## config.mk

```make
export PLATFORM = sky130hd
export DESIGN_NAME = soundweb_tx_framer
export DESIGN_NICKNAME = d
export VERILOG_FILES = /design/src/rtl/soundweb_tx_framer_pkg.sv /design/src/rtl/soundweb_escape.sv /design/src/rtl/soundweb_tx_framer.sv
export SDC_FILE = /design/constraint.sdc
export NUM_CORES = 1
export LEC_CHECK = 0
export CORE_UTILIZATION = 50
export DETAILED_ROUTE_END_ITERATION = 10
export PLACE_DENSITY = 0.86
export SLEW_MARGIN = 5
export SYNTH_ARGS = -nofsm -noshare
export SYNTH_HDL_FRONTEND = slang
export SYNTH_SLANG_ARGS = --single-unit
```

## constraint.sdc

```tcl
create_clock -name clk -period 9.9 [get_ports clk]
set_input_delay 2.97 -clock clk [delete_from_list [all_inputs] [get_ports clk]]
set_output_delay 2.97 -clock clk [all_outputs]
set_load 0.02 [all_outputs]
```

## src/rtl/soundweb_tx_framer_pkg.sv

```systemverilog
// soundweb_tx_framer_pkg: Soundweb control byte codes and the reserved-byte test shared by framer and decoders
package soundweb_tx_framer_pkg;
  localparam logic [7:0] STX = 8'h02;
  localparam logic [7:0] ETX = 8'h03;
  localparam logic [7:0] ACK = 8'h06;
  localparam logic [7:0] NAK = 8'h15;
  localparam logic [7:0] ESC = 8'h1B;
  localparam logic [7:0] ESC_ADD = 8'h80;
  function automatic logic is_reserved(input logic [7:0] value);
    return value == STX || value == ETX || value == ACK || value == NAK || value == ESC;
  endfunction
endpackage

```

## src/rtl/soundweb_escape.sv

```systemverilog
// soundweb_escape: flags a reserved byte and forms its escaped substitute
module soundweb_escape
  import soundweb_tx_framer_pkg::*;
(
  input  logic [7:0] value,
  output logic       is_reserved,
  output logic [7:0] escaped_byte
);
  assign is_reserved = soundweb_tx_framer_pkg::is_reserved(value);
  assign escaped_byte = value + ESC_ADD;
endmodule

```

## src/rtl/soundweb_tx_framer.sv

```systemverilog
// soundweb_tx_framer: frames one message as STX, stuffed body, stuffed XOR checksum, ETX with valid/ready
module soundweb_tx_framer
  import soundweb_tx_framer_pkg::*;
#(
  parameter int ADDR_BYTES = 6,
  parameter int SV_BYTES = 2,
  parameter int DATA_BYTES = 4
) (
  input  logic                    clk,
  input  logic                    reset,
  input  logic                    in_valid,
  output logic                    in_ready,
  input  logic [7:0]              in_command,
  input  logic [8*ADDR_BYTES-1:0] in_address,
  input  logic [8*SV_BYTES-1:0]   in_sv,
  input  logic [8*DATA_BYTES-1:0] in_data,
  output logic                    out_valid,
  input  logic                    out_ready,
  output logic [7:0]              out_byte,
  output logic                    out_sop,
  output logic                    out_eop
);
  localparam int FIELD_BYTES = 1 + ADDR_BYTES + SV_BYTES + DATA_BYTES;
  localparam int IW = $clog2(FIELD_BYTES + 1);
  typedef enum logic [2:0] {IDLE, SEND_STX, SEND_BYTE, SEND_ESC, SEND_ETX} state_t;
  state_t state, state_n;
  logic [FIELD_BYTES-1:0][7:0] msg;
  logic [IW-1:0] idx, idx_n;
  logic [7:0] csum, csum_n, sel, esc_byte;
  logic rsv, last, accept;
  assign accept = in_valid && in_ready;
  assign last = idx == IW'(FIELD_BYTES);
  // the checksum slot follows the body, so one escape unit serves both
  assign sel = last ? csum : msg[idx];
  soundweb_escape u_escape (.value(sel), .is_reserved(rsv), .escaped_byte(esc_byte));
  always_ff @(posedge clk) begin
    if (reset) begin
      state <= IDLE;
      idx <= '0;
      csum <= '0;
    end else begin
      state <= state_n;
      idx <= idx_n;
      csum <= csum_n;
    end
    if (accept) msg <= {in_data, in_sv, in_address, in_command};
  end
  always_comb begin
    state_n = state;
    idx_n = idx;
    csum_n = csum;
    in_ready = state == IDLE && !reset;
    out_valid = state != IDLE;
    out_sop = state == SEND_STX;
    out_eop = state == SEND_ETX;
    out_byte = state == SEND_STX ? STX :
               state == SEND_BYTE ? (rsv ? ESC : sel) :
               state == SEND_ESC ? esc_byte :
               state == SEND_ETX ? ETX : 8'h00;
    // out_valid is high in every non-idle state, so out_ready alone marks a transfer
    case (state)
      IDLE: if (accept) begin
        state_n = SEND_STX;
        idx_n = '0;
        csum_n = '0;
      end
      SEND_STX: if (out_ready) state_n = SEND_BYTE;
      SEND_BYTE: if (out_ready) begin
        csum_n = last ? csum : csum ^ sel;
        state_n = rsv ? SEND_ESC : last ? SEND_ETX : SEND_BYTE;
        idx_n = rsv || last ? idx : idx + 1'b1;
      end
      SEND_ESC: if (out_ready) begin
        state_n = last ? SEND_ETX : SEND_BYTE;
        idx_n = last ? idx : idx + 1'b1;
      end
      SEND_ETX: if (out_ready) state_n = IDLE;
      default: state_n = IDLE;
    endcase
  end
endmodule

```

# Yosys cells after proc, flatten, opt, wreduce, memory -nomap -nowiden
# Index checks and enable logic that the tools add are counted.
# classes
muxes	26
addsub	2
n_bitwise	1
n_eq_ne	18
reduce_logical	15
magnitude_cmp	1
# op_table
operator	count
8-bit two-way mux	9
8-bit binary-select mux with 4-bit select	1
3-bit two-way mux	7
4-bit two-way mux	5
8-bit by 2-bit equality test with 1-bit output, second input constant	2
8-bit by 5-bit equality test with 1-bit output, second input constant	2
2-bit != test, second input constant	8
8-bit case mux with 2 select lines	1
3-bit case mux with 5 select lines	1
4-bit case mux with 3 select lines	1
8-bit adder, second input constant	1
8-bit by 3-bit equality test with 1-bit output, second input constant	1
8-bit bitwise XOR	1
3-bit by 2-bit equality test with 1-bit output, second input constant	2
6-bit AND reduction	1
3-bit nonzero test	2
1-bit logical OR	5
4-bit by 5-bit less-than comparator with 1-bit output, second input constant	1
5-bit AND reduction	1
4-bit by 1-bit adder with 4-bit output, second input constant	1
4-bit equality test, second input constant	1
4-bit AND reduction	1
3-bit by 1-bit equality test with 1-bit output, second input constant	1
3-bit equality test, second input constant	1
5 further kinds	6
# word_totals
out_inout_bits	12
ff_bits	119
inputBits	108
wordCells	79

# Logic depth before layout (Yosys ltp)
# Gate-level depths: netlist (run 1).
# logic_depth
depth_word	12
depth_mapped	14
ltp_nobuf	10

# By module
# From an unflattened synthesis (run 1), not the netlist that was laid out.
# hier_totals
hier_cells	342
hier_area_um2	5236.3
# modules_own_cells
mod	seq_area_each_um2	cells_each	n_inst	area_per_inst_um2
soundweb_tx_framer	3423.3	326	1	5118.7
soundweb_escape	0.0	16	1	117.6

# Least setup slack after synthesis (run 1)
# Ideal clock, no wire load.
# synth_timing
path_kind	in2reg
startpoint	in reset
endpoint	reg csum[1]
arrival_ns	8.540
t_required_ns	9.771
setup_time_ns	0.129
path_slack_ns	1.231
n_path_buf	2
path_stages	6
path_cell_list	clkbuf_1 > nand2b_1 > nor2_1 > or2_2 > buf_1 > nor2_1
# synth_via
elab_chain_cells	5
# synth_rtl
element	line	source
from (decl)	soundweb_tx_framer.sv:10	input logic reset,
1-bit logical NOT	soundweb_tx_framer.sv:52	in_ready = state == IDLE && !reset;
1-bit logical AND	soundweb_tx_framer.sv:52	
1-bit logical AND	soundweb_tx_framer.sv:31	assign accept = in_valid && in_ready;
via accept	soundweb_tx_framer.sv:30	logic rsv, last, accept;
2-bit != test (no line)	--	
4-bit AND reduction (no line)	--	
to (signal assigned)	soundweb_tx_framer.sv:44	csum <= csum_n;
to (decl)	soundweb_tx_framer.sv:29	logic [7:0] csum, csum_n, sel, esc_byte;
# The timed path passes the listed nets, and every way through them passes these cells.
# A chain may end at the register's enable or synchronous reset.

# Worst setup path after layout (run 1)
# layout_timing
startpoint	reg idx[0]
endpoint	out out_byte[4]
# layout_via
elab_chain_cells	11
word_cells_on_any_way	18
cone_classes	1 x add/sub; 6 x eq/ne; 7 x mux; 4 x reduce/logical
# layout_rtl
element	line	source
from (decl)	soundweb_tx_framer.sv:28	logic [IW-1:0] idx, idx_n;
from (signal assigned)	soundweb_tx_framer.sv:43	idx <= idx_n;
8-bit binary-select mux with 4-bit select	soundweb_tx_framer.sv:34	assign sel = last ? csum : msg[idx];
8-bit two-way mux (not written as such)	soundweb_tx_framer.sv:34	
8-bit two-way mux *	soundweb_tx_framer.sv:34	
parallel branches: the longest is 6 deep, another holds 8-bit adder	--	
8-bit two-way mux *	soundweb_tx_framer.sv:57	state == SEND_BYTE ? (rsv ? ESC : sel) :
8-bit two-way mux *	soundweb_tx_framer.sv:56	out_byte = state == SEND_STX ? STX :
to (decl)	soundweb_tx_framer.sv:19	output logic [7:0] out_byte,
# Mark *: on every way between the ends. The select of a mux whose other input is x is not followed.

==> flow_summary.ini, run 1 <==
[floorplan]
pin_count = 120
die_h_um = 103
fp.dieW_um = 103
rows = 36
fp.coreArea_sq_um = 9770
start_util = 0.517
die-area_sq_um = 10500

[hold_path]
timing.hold.worst_path_depth = 2
holdCritPathClass = register to register
min_from = csum[6]$_SDFFE_PP0P_
min_to = csum[6]$_SDFFE_PP0P_

[critical_path]
crit_arrival_ns = 4.34
crit_required_ns = 6.93
worst_path_largest_cell_delay_ns = 0.63
reg2reg_from = idx[0]$_SDFFE_PP0P_
crit_family = buffers and inverters
end_kind = output pin
cpMaxStageDelayCell = clkdlybuf4s50_1
crit_path_max_fanout = 28
cp-start-kind = register
timing.rr.end = idx[0]$_SDFFE_PP0P_
path_cells = buf_4, ha_1, a21bo_2, o221a_1, a221oi_4, or3_2, a21oi_2, o21a_4, inv_1, a21oi_1, clkdlybuf4s50_1
rr_worst_depth = 10
path_class = register to output pin
cp_num_buf_inv = 3
worst-path-stages = 11
r2r_slack_ns = 6.23

[yosys]
yosys.area_share.simple = 0.0874
synth_flop_cell = edfxtp_1
ys_top_cells_by_count = 104 x edfxtp_1, 18 x mux4_2, 16 x a21oi_1, 15 x dfxtp_1, 14 x o21ai_0
synth_compound_area_frac = 0.0901
synth-xor-area-share = 0.00347
ys_types = 56
synth_area_sq_um = 5050
async_reset_ff_frac = 0
synth_most_common_cell = edfxtp_1
yosysTopAreaCell = edfxtp_1
synth.net_count = 416
synth_top_family_by_area = multiplexers
netlist_instances = 306
synth_top_area_frac = 0.618
ys_seq_elements = 119
postSynthAreaPerCell_sq_um = 16.5
synthAdderAreaFrac = 0.00495
synthTopCellsByArea = edfxtp_1 62%, mux4_2 8.0%, dfxtp_1 5.9%
yosys-mux-area-fraction = 0.111
synth_edf_count = 104
seq_area_frac_synth = 0.678
synth_warnings = 0

[clock_network]
cts_buffers = 17
clock-sinks = 119
clkSlewWorstSetupHoldPaths_ns = 0.05
hold_buffers = 0
tritoncts = built
cts_max_path_buffers = 2
post_cts_buffers = 0
cts_resized = 0
clk_latency_ns = 0.51
cts.htree.levels = 4
root_buffer = clkbuf_8

[global_routing]
use_met1 = 0.248
grt_pass1_vias = 3389
grt_max_degree = 57
grt_usage = 0.216
grt_busiest_layer = met2
antenna_found_initial = 0
grt-ovfl-total = 0
grt_use_met2 = 0.363
use_met3 = 0.0617
grt_pass1_wl_mm = 16.2

[finish]
drive_above_1_share = 0.156
diodes = 0
finalInstanceArea_sq_um = 6890
area_growth_pct = 36.5
fin_nets = 540
fin_cells = 576
utilization = 0.705

[detailed_routing]
wl_per_cell_um = 18.3
initialDrtViolationCount = 143
ant_nets = 0
drt-total-wl_mm = 10.6
firstDrtPassIters = 4
vias = 3193
remaining_drc_errors = 0
viasPerCell = 5.54

[run_status]
status = finished, final reports clean

[flow_run]
cap_violations = 0

[timing]
setup_slack_ns = 2.59
fin_crit_ns = 7.31
finalHoldViolations = 0
grt_setup_unrepaired = no
finalSetupViolCount = 0
timing.setup.tns_ns = 0
relSlewSlack = 0.326
drv_slew = 0
fin_crit_sh = 0.739
fin_skew_ns = 0.0126
max_freq_ghz = 0.137
worst_slew_pin_slew_ns = 1.01

[placement]
dp_slack_ns = 2.62
port_buffers = 119
hpwl_mm = 7.13
gp_congestion = 0.810
dp.cells = 544
place_area_sq_um = 6340

[pwr]
irDropWorstVdd_v = 0.0000958
leakagePower_nw = 2.29
power_density_nw_per_um2 = 181
-- logic make-up (layout without fill, tap and decap cells) --
logic type | after synthesis | in the layout
AOI/OAI and AO/OA | 62 | 62
xor gates and xnor gates | 2 | 2
adders and majority gates | 2 | 2
buffers and inverters | 23 | 160
DFF | 119 | 119
muxes | 24 | 24
and+or+nand+nor | 74 | 74
-- per-layer routing --
metal / vias to the layer above / share of wire
met5: - / 0
met4: 0 / 0.022
met3: 20 / 0.059
met2: 128 / 0.52
met1: 1551 / 0.40
li1: 1494 / -
-- power by group --
group	leakage, nW	total, W	switching (W)	internal [W]
sequential	1.09	0.000581	0.00000738	0.000574
clock	0.270	0.000565	0.000211	0.000354
combinational	0.936	0.000103	0.0000428	0.0000598
total	2.29	0.00125	0.000261	0.000988
-- stage by stage --
| stage | power (W) | hold slack [ns] |
|---|---|---|
| 2_1_floorplan | 0.000636 | 0.454 |
| 3_3_place_gp | 0.000689 | 0.464 |
| 3_5_place_dp | 0.000694 | 0.486 |
| 4_1_cts | 0.00126 | 0.485 |
| 5_1_grt | 0.00129 | 0.519 |
| 6_report | 0.00125 | 0.488 |
-- state kept, by name, indices dropped and copies added (netlist names) --
register  cells
state         3
msg         104
idx           4
csum          8
-- cell type report --
| type | instances | area, sq um |
|---|---|---|
| clock buffers | 18 | 418 |
| flip-flops and latches | 119 | 3420 |
| fillers | 666 | 2880 |
| multi-input cells | 164 | 1510 |
| well taps | 133 | 166 |
| repair buffers | 123 | 1220 |
| clock inverters | 14 | 135 |
| inverters | 5 | 18.8 |
-- cell usage in the layout, fill, tap and decap left out, drive strengths merged, types with 3 or more instances in the layout --
cell type and count:
nand2 11, o22ai 3, clkbuf 18, edfxtp 104, nor2 11, o21ai 14
a22o 3, a22oi 3, and2 5, clkinv 9, mux4 24, clkinvlp 3
or4b 3, a21oi 18, dfxtp 15, a21bo 3, or3 10, a21boi 3
inv 5, nand2b 6, nor3 4, nor2b 4, nand3 3, clkdlybuf4s50 119
nor4b 5, a2bb2oi 3, and3 3, buf 4
-- worst reg2reg max path, cell delays in order (launching register included) --
cell and delay [ns]:
dfxtp_2 0.54, buf_4 0.46, ha_1 0.62, and2_1 0.21, o21ai_0 0.08, and3_1 0.29
o211ai_1 0.33, nor2_1 0.10, o21a_4 0.23, or4_1 0.51, o22ai_1 0.20
-- worst max path at each step --
stage / from / end / slack [ns]
2_1_floorplan: reset / csum[1]$_SDFFE_PP0P_ / 1.23
3_3_place_gp: reset / in_ready / 2.66
3_5_place_dp: reset / in_ready / 2.62
4_1_cts: idx[0]$_SDFFE_PP0P_ / out_byte[4] / 2.56
5_1_grt: idx[0]$_SDFFE_PP0P_ / out_byte[4] / 2.27
6_report: idx[0]$_SDFFE_PP0P_ / out_byte[4] / 2.59
Note: power is estimated with default switching activity, not from simulation.
==> run 2, diff against run 1 <==
==> constraint.sdc (replaced) <==
create_clock -name clk -period 7.5 [get_ports clk]
set_input_delay 2.25 -clock clk [delete_from_list [all_inputs] [get_ports clk]]
set_output_delay 2.25 -clock clk [all_outputs]
set_load 0.02 [all_outputs]
==> flow_summary.ini, run 2 (synthesis results as in run 1) <==
[clock_network]
clkSlewWorstSetupHoldPaths_ns = 0.05
clk_latency_ns = 0.52
cts_buffers = 17
cts_max_path_buffers = 2
clock-sinks = 119
tritoncts = built
post_cts_buffers = 0
hold_buffers = 0
root_buffer = clkbuf_8
cts.htree.levels = 4
cts_resized = 0

[detailed_routing]
ant_nets = 0
viasPerCell = 5.56
remaining_drc_errors = 0
wl_per_cell_um = 18.8
vias = 3196
initialDrtViolationCount = 180
firstDrtPassIters = 5
drt-total-wl_mm = 10.8

[timing]
timing.setup.tns_ns = 0
drv_slew = 0
fin_skew_ns = 0.00860
finalSetupViolCount = 0
grt_setup_unrepaired = no
setup_slack_ns = 0.882
worst_slew_pin_slew_ns = 0.799
fin_crit_sh = 0.882
fin_crit_ns = 6.62
finalHoldViolations = 0
relSlewSlack = 0.467
max_freq_ghz = 0.151

[pwr]
irDropWorstVdd_v = 0.000240
power_density_nw_per_um2 = 250
leakagePower_nw = 2.31
power.total_w = 0.00173

[placement]
hpwl_mm = 7.25
port_buffers = 119
dp_slack_ns = 1.47
gp_congestion = 0.815

[floorplan]
pin_count = 120
die-area_sq_um = 10500
fp.coreArea_sq_um = 9770
start_util = 0.517
fp.dieW_um = 103
rows = 36
die_h_um = 103

[global_routing]
antenna_found_initial = 0
grt_max_degree = 55
grt_pass1_wl_mm = 16.5
grt_usage = 0.220
grt_pass1_vias = 3360
grt-ovfl-total = 0

[finish]
regMostFlops = msg
diodes = 0
mostFrequentLayoutCells = 119 x clkdlybuf4s50_1, 104 x edfxtp_1, 18 x mux4_2
largest_register_ffs = 104
drive_above_1_share = 0.145
final_common_cell = clkdlybuf4s50_1
area_growth_pct = 37.5
largestRegisters = msg: 104 flops, csum: 8 flops, idx: 4 flops
fin_nets = 540

[hold_path]
holdCritPathClass = register to register

[critical_path]
crit_arrival_ns = 4.37
crit_required_ns = 5.25
crit_path_max_fanout = 35
cp-start-kind = register
path_class = register to output pin
end_kind = output pin

[flow_run]
cap_violations = 0

[run_status]
status = finished, final reports clean
run 2: critical path, stage by stage (launching register included):
cell and delay, ns:
dfxtp_2 0.85, inv_1 0.16, ha_1 0.43, nor4b_1 0.37, o221a_1 0.31, a221oi_4 0.07, or3_2 0.52, a21oi_2 0.14
o21a_4 0.18, inv_1 0.06, a21oi_1 0.14, clkdlybuf4s50_1 0.62
run 2: area by class of cell:
cell class / count / area [sq um]
clock buffer: 19 / 422
clock inverter: 12 / 183
fill: 624 / 2830
inverter: 5 / 18.8
multi-input combinational: 164 / 1510
sequential: 119 / 3430
tap: 133 / 166
timing repair buffer: 123 / 1220
run 2: per-stage QoR:
stage,utilization,hold WS [ns],cells,cell area (sq um)
after floorplan,-,0.454,306,5050
after global placement,0.649,0.463,544,6340
after detailed placement,0.649,0.472,544,6340
after CTS,0.711,0.485,575,6950
after global routing,0.711,0.497,575,6950
final,0.711,0.484,575,6950
run 2: routing by layer:
layer  track usage  up-vias  routed length (um)
li1              -     1488                   -
met1         0.265     1561                4360
met2         0.365      124                5620
met3        0.0725       23                 564
met4        0.0945        0                 282
met5             0        -                   0
run 2: path summary, 6_finish.rpt:
kind / start / to / slack (ns) / cells after the start
setup reg to reg: idx[1]$_SDFFE_PP0P_ / idx[2]$_SDFFE_PP0P_ / 3.86 / 10
hold / removal: csum[2]$_SDFFE_PP0P_ / csum[2]$_SDFFE_PP0P_ / 0.48 / 2
hold reg to reg: csum[2]$_SDFFE_PP0P_ / csum[2]$_SDFFE_PP0P_ / 0.48 / 2
setup / recovery: idx[1]$_SDFFE_PP0P_ / out_byte[4] / 0.88 / 11
run 2: power by group:
group	switching, W	internal (W)
logic	0.0000561	0.0000790
registers	0.0000112	0.000758
clock network	0.000266	0.000564
total	0.000334	0.00140
